**config.mk**
```make
export PLATFORM = sky130hd
export DESIGN_NAME = prog_loader
export DESIGN_NICKNAME = d
export VERILOG_FILES = /design/src/rtl/loader_pkg.sv /design/src/rtl/prog_shadow.sv /design/src/rtl/prog_loader.sv
export SDC_FILE = /design/constraint.sdc
export NUM_CORES = 1
export LEC_CHECK = 0
export CAP_MARGIN = 20
export CORE_AREA = 2 2 165 167
export CTS_BUF_LIST = sky130_fd_sc_hd__clkbuf_8
export DETAILED_ROUTE_END_ITERATION = 10
export DIE_AREA = 0 0 167 169
export PLACE_DENSITY = 0.46
export SYNTH_ARGS = -nofsm -noshare
export SYNTH_HDL_FRONTEND = slang
export SYNTH_SLANG_ARGS = --single-unit
export TNS_END_PERCENT = 50
```
**constraint.sdc**
```tcl
create_clock -name CLK -period 3.69 [get_ports CLK]
set_clock_uncertainty 0.05 [all_clocks]
set_input_delay 0.369 -clock CLK [delete_from_list [all_inputs] [get_ports CLK]]
set_output_delay 0.369 -clock CLK [all_outputs]
set_load 0.02 [all_outputs]
```
**src/rtl/loader_pkg.sv**
```systemverilog
// Shared types and constants for the program loader
// feeding the core's RAM programming port.
package loader_pkg;

  typedef enum logic [2:0] {
    IDLE,
    LOAD,
    VERIFY,
    RUN,
    HALTED,
    ERROR
  } state_t;

  localparam logic MODE_PROG = 1'b1;
  localparam logic MODE_RUN  = 1'b0;

  localparam int RUNCNT_W = 16;

  function automatic logic [RUNCNT_W-1:0] sat_inc(
    input logic [RUNCNT_W-1:0] v
  );
    return (&v) ? v : v + 1'b1;
  endfunction

endpackage

```
**src/rtl/prog_shadow.sv**
```systemverilog
// Shadow copy of the loaded program, read back
// against RAM during verify.
module prog_shadow
  import loader_pkg::*;
#(
  parameter int DEPTH  = 16,
  parameter int ADDR_W = 4,
  parameter int DATA_W = 8
) (
  input  logic              clk,
  input  logic              we,
  input  logic [ADDR_W-1:0] waddr,
  input  logic [DATA_W-1:0] wdata,
  input  logic [ADDR_W-1:0] raddr,
  output logic [DATA_W-1:0] rdata
);

  logic [DATA_W-1:0] mem [DEPTH];

  always_ff @(posedge clk) begin
    if (we) mem[waddr] <= wdata;
  end

  assign rdata = mem[raddr];

endmodule

```
**src/rtl/prog_loader.sv**
```systemverilog
// Streams a program into CPU RAM, optionally verifies it,
// then runs the core until halt and counts run cycles.
module prog_loader
  import loader_pkg::*;
#(
  parameter int DEPTH     = 16,
  parameter int ADDR_W    = 4,
  parameter int DATA_W    = 8,
  parameter int VERIFY_EN = 1,
  parameter int RD_LAT    = 1
) (
  input  logic                CLK,
  input  logic                nRST,
  input  logic                start,
  input  logic                in_valid,
  input  logic [DATA_W-1:0]   in_data,
  output logic                in_ready,
  input  logic                halt,
  input  logic [DATA_W-1:0]   ramload,
  output logic                mode,
  output logic                WEN,
  output logic [ADDR_W-1:0]   addr,
  output logic [DATA_W-1:0]   instr,
  output logic                done,
  output logic                err,
  output logic [ADDR_W-1:0]   err_addr,
  output logic [RUNCNT_W-1:0] run_cycles
);

  localparam int CNT_W = ADDR_W + 1;
  localparam logic [CNT_W-1:0] DEPTH_C = CNT_W'(DEPTH);
  localparam logic [ADDR_W-1:0] LAST_A = ADDR_W'(DEPTH - 1);

  state_t state, state_n;

  logic [CNT_W-1:0]    count, count_n;
  logic                mode_n, wen_n, rdy_n;
  logic                done_n, err_n;
  logic [ADDR_W-1:0]   addr_n, err_addr_n;
  logic [DATA_W-1:0]   instr_n;
  logic [RUNCNT_W-1:0] runc_n;
  logic                iss, iss_n;

  // Tracks which verify address each ramload sample belongs to.
  logic [RD_LAT-1:0]   dly_v;
  logic [ADDR_W-1:0]   dly_a [RD_LAT];
  logic [ADDR_W-1:0]   chk_a;
  logic                chk_v;
  logic [DATA_W-1:0]   shadow;
  logic                hs;

  assign hs    = in_valid & in_ready;
  assign chk_v = dly_v[RD_LAT-1];
  assign chk_a = dly_a[RD_LAT-1];

  prog_shadow #(
    .DEPTH (DEPTH),
    .ADDR_W(ADDR_W),
    .DATA_W(DATA_W)
  ) u_shadow (
    .clk  (CLK),
    .we   (hs),
    .waddr(count[ADDR_W-1:0]),
    .wdata(in_data),
    .raddr(chk_a),
    .rdata(shadow)
  );

  always_comb begin
    state_n    = state;
    count_n    = count;
    mode_n     = mode;
    wen_n      = 1'b0;
    addr_n     = addr;
    instr_n    = instr;
    rdy_n      = 1'b0;
    done_n     = done;
    err_n      = err;
    err_addr_n = err_addr;
    runc_n     = run_cycles;
    iss_n      = 1'b0;
    unique case (state)
      IDLE: begin
        mode_n = MODE_PROG;
        if (start) begin
          state_n = LOAD;
          count_n = '0;
          rdy_n   = 1'b1;
        end
      end
      LOAD: begin
        mode_n = MODE_PROG;
        if (hs) begin
          wen_n   = 1'b1;
          addr_n  = count[ADDR_W-1:0];
          instr_n = in_data;
          count_n = count + 1'b1;
        end
        rdy_n = (count_n < DEPTH_C);
        if (WEN && count == DEPTH_C) begin
          rdy_n  = 1'b0;
          addr_n = '0;
          if (VERIFY_EN != 0) begin
            state_n = VERIFY;
            iss_n   = 1'b1;
            count_n = CNT_W'(1);
          end else begin
            state_n = RUN;
            mode_n  = MODE_RUN;
            runc_n  = '0;
          end
        end
      end
      VERIFY: begin
        mode_n = MODE_PROG;
        if (count < DEPTH_C) begin
          addr_n  = count[ADDR_W-1:0];
          iss_n   = 1'b1;
          count_n = count + 1'b1;
        end
        if (chk_v) begin
          if (ramload != shadow) begin
            state_n    = ERROR;
            err_n      = 1'b1;
            err_addr_n = chk_a;
            iss_n      = 1'b0;
          end else if (chk_a == LAST_A) begin
            state_n = RUN;
            mode_n  = MODE_RUN;
            addr_n  = '0;
            runc_n  = '0;
          end
        end
      end
      RUN: begin
        mode_n = MODE_RUN;
        addr_n = '0;
        if (halt) begin
          state_n = HALTED;
          done_n  = 1'b1;
        end else begin
          runc_n = sat_inc(run_cycles);
        end
      end
      HALTED: begin
        if (start) begin
          state_n = LOAD;
          mode_n  = MODE_PROG;
          done_n  = 1'b0;
          count_n = '0;
          rdy_n   = 1'b1;
        end
      end
      ERROR: begin
        mode_n = MODE_PROG;
        if (start) begin
          state_n = LOAD;
          err_n   = 1'b0;
          count_n = '0;
          rdy_n   = 1'b1;
        end
      end
      default: state_n = IDLE;
    endcase
  end

  always_ff @(posedge CLK or negedge nRST) begin
    if (!nRST) begin
      state      <= IDLE;
      count      <= '0;
      mode       <= MODE_PROG;
      WEN        <= 1'b0;
      addr       <= '0;
      instr      <= '0;
      in_ready   <= 1'b0;
      done       <= 1'b0;
      err        <= 1'b0;
      err_addr   <= '0;
      run_cycles <= '0;
      iss        <= 1'b0;
    end else begin
      state      <= state_n;
      count      <= count_n;
      mode       <= mode_n;
      WEN        <= wen_n;
      addr       <= addr_n;
      instr      <= instr_n;
      in_ready   <= rdy_n;
      done       <= done_n;
      err        <= err_n;
      err_addr   <= err_addr_n;
      run_cycles <= runc_n;
      iss        <= iss_n;
    end
  end

  always_ff @(posedge CLK or negedge nRST) begin
    if (!nRST) begin
      dly_v <= '0;
      for (int i = 0; i < RD_LAT; i++) dly_a[i] <= '0;
    end else begin
      dly_v[0] <= (state == VERIFY) & iss;
      dly_a[0] <= addr;
      for (int i = 1; i < RD_LAT; i++) begin
        dly_v[i] <= (state == VERIFY) & dly_v[i-1];
        dly_a[i] <= dly_a[i-1];
      end
    end
  end

endmodule

```
==> results.md <==
- Status: complete, no violations
- Max-slew violations: 0
- Peak VDD IR: 273 µV
- WS Path Type: reg2reg
- PnR worst setup slack: 0.379 ns
- Root Driver: clkbuf_8
- Pwr/cell area: 637 nW/µm²
- DR pass1 iterations: 5
- Critical path required time: 3.99 ns
- Fmax: 302 MHz
- Largest net degree at the start of global routing: 38
- Cell row count: 60
- Vias in the first global route: 4829
- Chip width: 167 µm
- Placer Congestion: 0.781
- Post-Route WL: 18.9 mm
- Worst Hold Class: reg2reg
- RSZ-0062 raised after global routing: false
- Die Ht: 169 µm
- Synth top area share: 0.491
- FILL cells: 2543
- Yosys top cell by area: edfxtp_1
- Post-Synthesis Cells: 547
- Seq cells post-synth: 179
- Sequential cell area: 5120 µm²
- Top-level I/O count: 58
- Gate power share: 0.315
- Total track usage: 0.138
- Antenna Cells: 0
- Hold_buf cts: 1
- WP data arrival: 3.61 ns
- Tot Pwr: 5.89 mW
- Sw Pwr: 2.08 mW
- Ys async rst share: 0.285
- CTS H-tree depth: 4
- Count of input and output buffers: 57
- Latest clock arrival within the worst-skew pair: 0.48 ns
- DRC: 0
- Post-DP HPWL: 12.9 mm
- Pint: 3.81 mW
- Worst slew pin tran: 0.940 ns
- Synth Cell Area: 7820 µm²
- Period utilization: 0.897
- Startpoint types: register
- Max_cap viols: 0
- Commonest non-fill, non-tap cell in the layout: edfxtp_1
- Area contributors post-synth: edfxtp_1 (49%), dfrtp_1 (16%), mux2i_1 (4.4%)
- Pre-CTS setup slack: 0.349 ns
- Synthesized net count: 573
- NumNets Final: 651
- Netlist cell types: 59
- Gr ovfl total: 0
- Initial antenna violation count: 0
- Starting DRT DRC Count: 336
- EDFF count, synth: 128
- Sequential Power Share: 0.469
- Final setup viols: 0
- Placed Area: 8860 µm²
- Layout cells sized above 1: 0.152
- Fin crit period: 3.31 ns
- Switching Share: 0.354
- Final Hold Vio Count: 0
- Synth-to-Final Area Change: 18.2%
- Nature of the critical path endpoint: register
- TritonCTS Sinks: 179
- Die area: 28200 µm²
- Leak: 3.29 nW
- CP max FO: 20
- Multi-input gate area: 2480 µm²
- Commonest cells after routing, fill and taps aside: edfxtp_1 (128), clkdlybuf4s50_1 (56), dfrtp_1 (49), nor2_1 (36), mux2i_1 (34)
- Worst slew margin: 0.373
- Post-synthesis sequential area ratio: 0.655
- Post-CTS setup buffers: 0
- Post_cts resized: 0
- CTS buffer count: 17
- Ys flop type: edfxtp_1
- TNS Setup: 0 ns
- CTS tree: built
- Clock transition at path regs: 0.10 ns
- Routed vias/inst: 4.92
- Clock share of power: 0.216
- Initial Utilization: 0.295
- Average wire per standard cell: 19.3 µm
- First-pass GRT wire length: 29.1 mm
- CORE AREA: 26500 µm²
- Avg Cell Area, Syn: 14.3 µm²
- Cell area after layout: 9250 µm²
- Synthesis Warnings: 0
- DRT antenna net count: 0
- Bufs on Longest Clock Path: 2
- Via count: 4817
final timing paths:
path | start | end | slack, ns | cells past startpoint
max in group asynchronous | nRST | mode | 2.23 | 3
worst max register to register | chk_a[2] | err_addr[1] | 0.38 | 8
worst min-delay path | addr[0] | chk_a[0] | 0.42 | 0
worst max-delay path | chk_a[2] | err_addr[1] | 0.38 | 8
min in group asynchronous | nRST | run_cycles[11] | 0.53 | 2
worst min register to register | addr[0] | chk_a[0] | 0.42 | 0
synthesized netlist by cell type, drive strengths merged, types with 6 or more instances:
master  count
edfxtp    128
dfrtp      50
nor2       36
mux2i      34
nand2      26
o21ai      23
inv        21
mux2       20
a21oi      17
a31oi      16
mux4       16
nand3      16
nor3       14
buf        12
clkbuf     11
a22oi      10
nor2b      10
or3         8
and2        6
o31ai       6
critical path, stage by stage (launching register included):
cell      delay, ns
dfrtp_2        0.71
mux4_1         0.62
a22oi_1        0.22
a21oi_1        0.09
or4_1          0.54
a211oi_2       0.24
o21a_4         0.22
or3_4          0.20
mux2_4         0.31
cell families after synthesis:
| group | share of synthesized area |
|---|---|
| DFF | 0.655 |
| and+or+nand+nor | 0.0926 |
| AOI/OAI and AO/OA | 0.0821 |
| muxes | 0.123 |
| buffers and inverters | 0.0293 |
| xor gates and xnor gates | 0.0101 |
| adders and majority gates | 0.00800 |
metrics by stage:
| stage | hold WS (ns) | util | cells |
|---|---|---|---|
| global route | 0.441 | 0.349 | 979 |
| global placement | 0.388 | 0.334 | 946 |
| CTS | 0.427 | 0.349 | 979 |
| floorplan | 0.0234 | - | 547 |
| detailed placement | 0.397 | 0.334 | 946 |
| finish | 0.422 | 0.349 | 979 |
state kept, by name (all words and copies together) (netlist names):
| register | flops |
|---|---|
| instr | 8 |
| err | 1 |
| addr | 4 |
| in_ready | 1 |
| err_addr | 4 |
| iss | 1 |
| done | 1 |
| u_shadow.mem | 128 |
| WEN | 1 |
| run_cycles | 16 |
| chk_a | 4 |
| count | 5 |
| mode | 1 |
| state | 3 |
| chk_v | 1 |
routing by layer:
metal / wire length [µm] / global-route usage / vias to the layer above
li1: - / - / 2267
met1: 9060 / 0.191 / 2439
met3: 524 / 0.0269 / 20
met2: 9090 / 0.224 / 91
met5: 0 / 0 / -
met4: 231 / 0.0371 / 0
cell type report:
class	instances	share of cell area
multi-input combinational	324	0.268
clock inverter	15	0.0152
clock buffer	17	0.0253
tap	341	0.0461
sequential	179	0.554
inverter	21	0.00853
timing repair buffer	82	0.0831
power groups by stage:
stage | Clock, mW | Sequential (mW) | Combinational [mW]
after floorplan | 0 | 2.73 | 1.26
after global placement | 0 | 2.80 | 1.84
after detailed placement | 0 | 2.81 | 1.86
after CTS | 1.31 | 2.77 | 1.87
after global routing | 1.39 | 2.81 | 2.01
final | 1.27 | 2.76 | 1.85
Note: power is estimated with default switching activity, not from simulation.
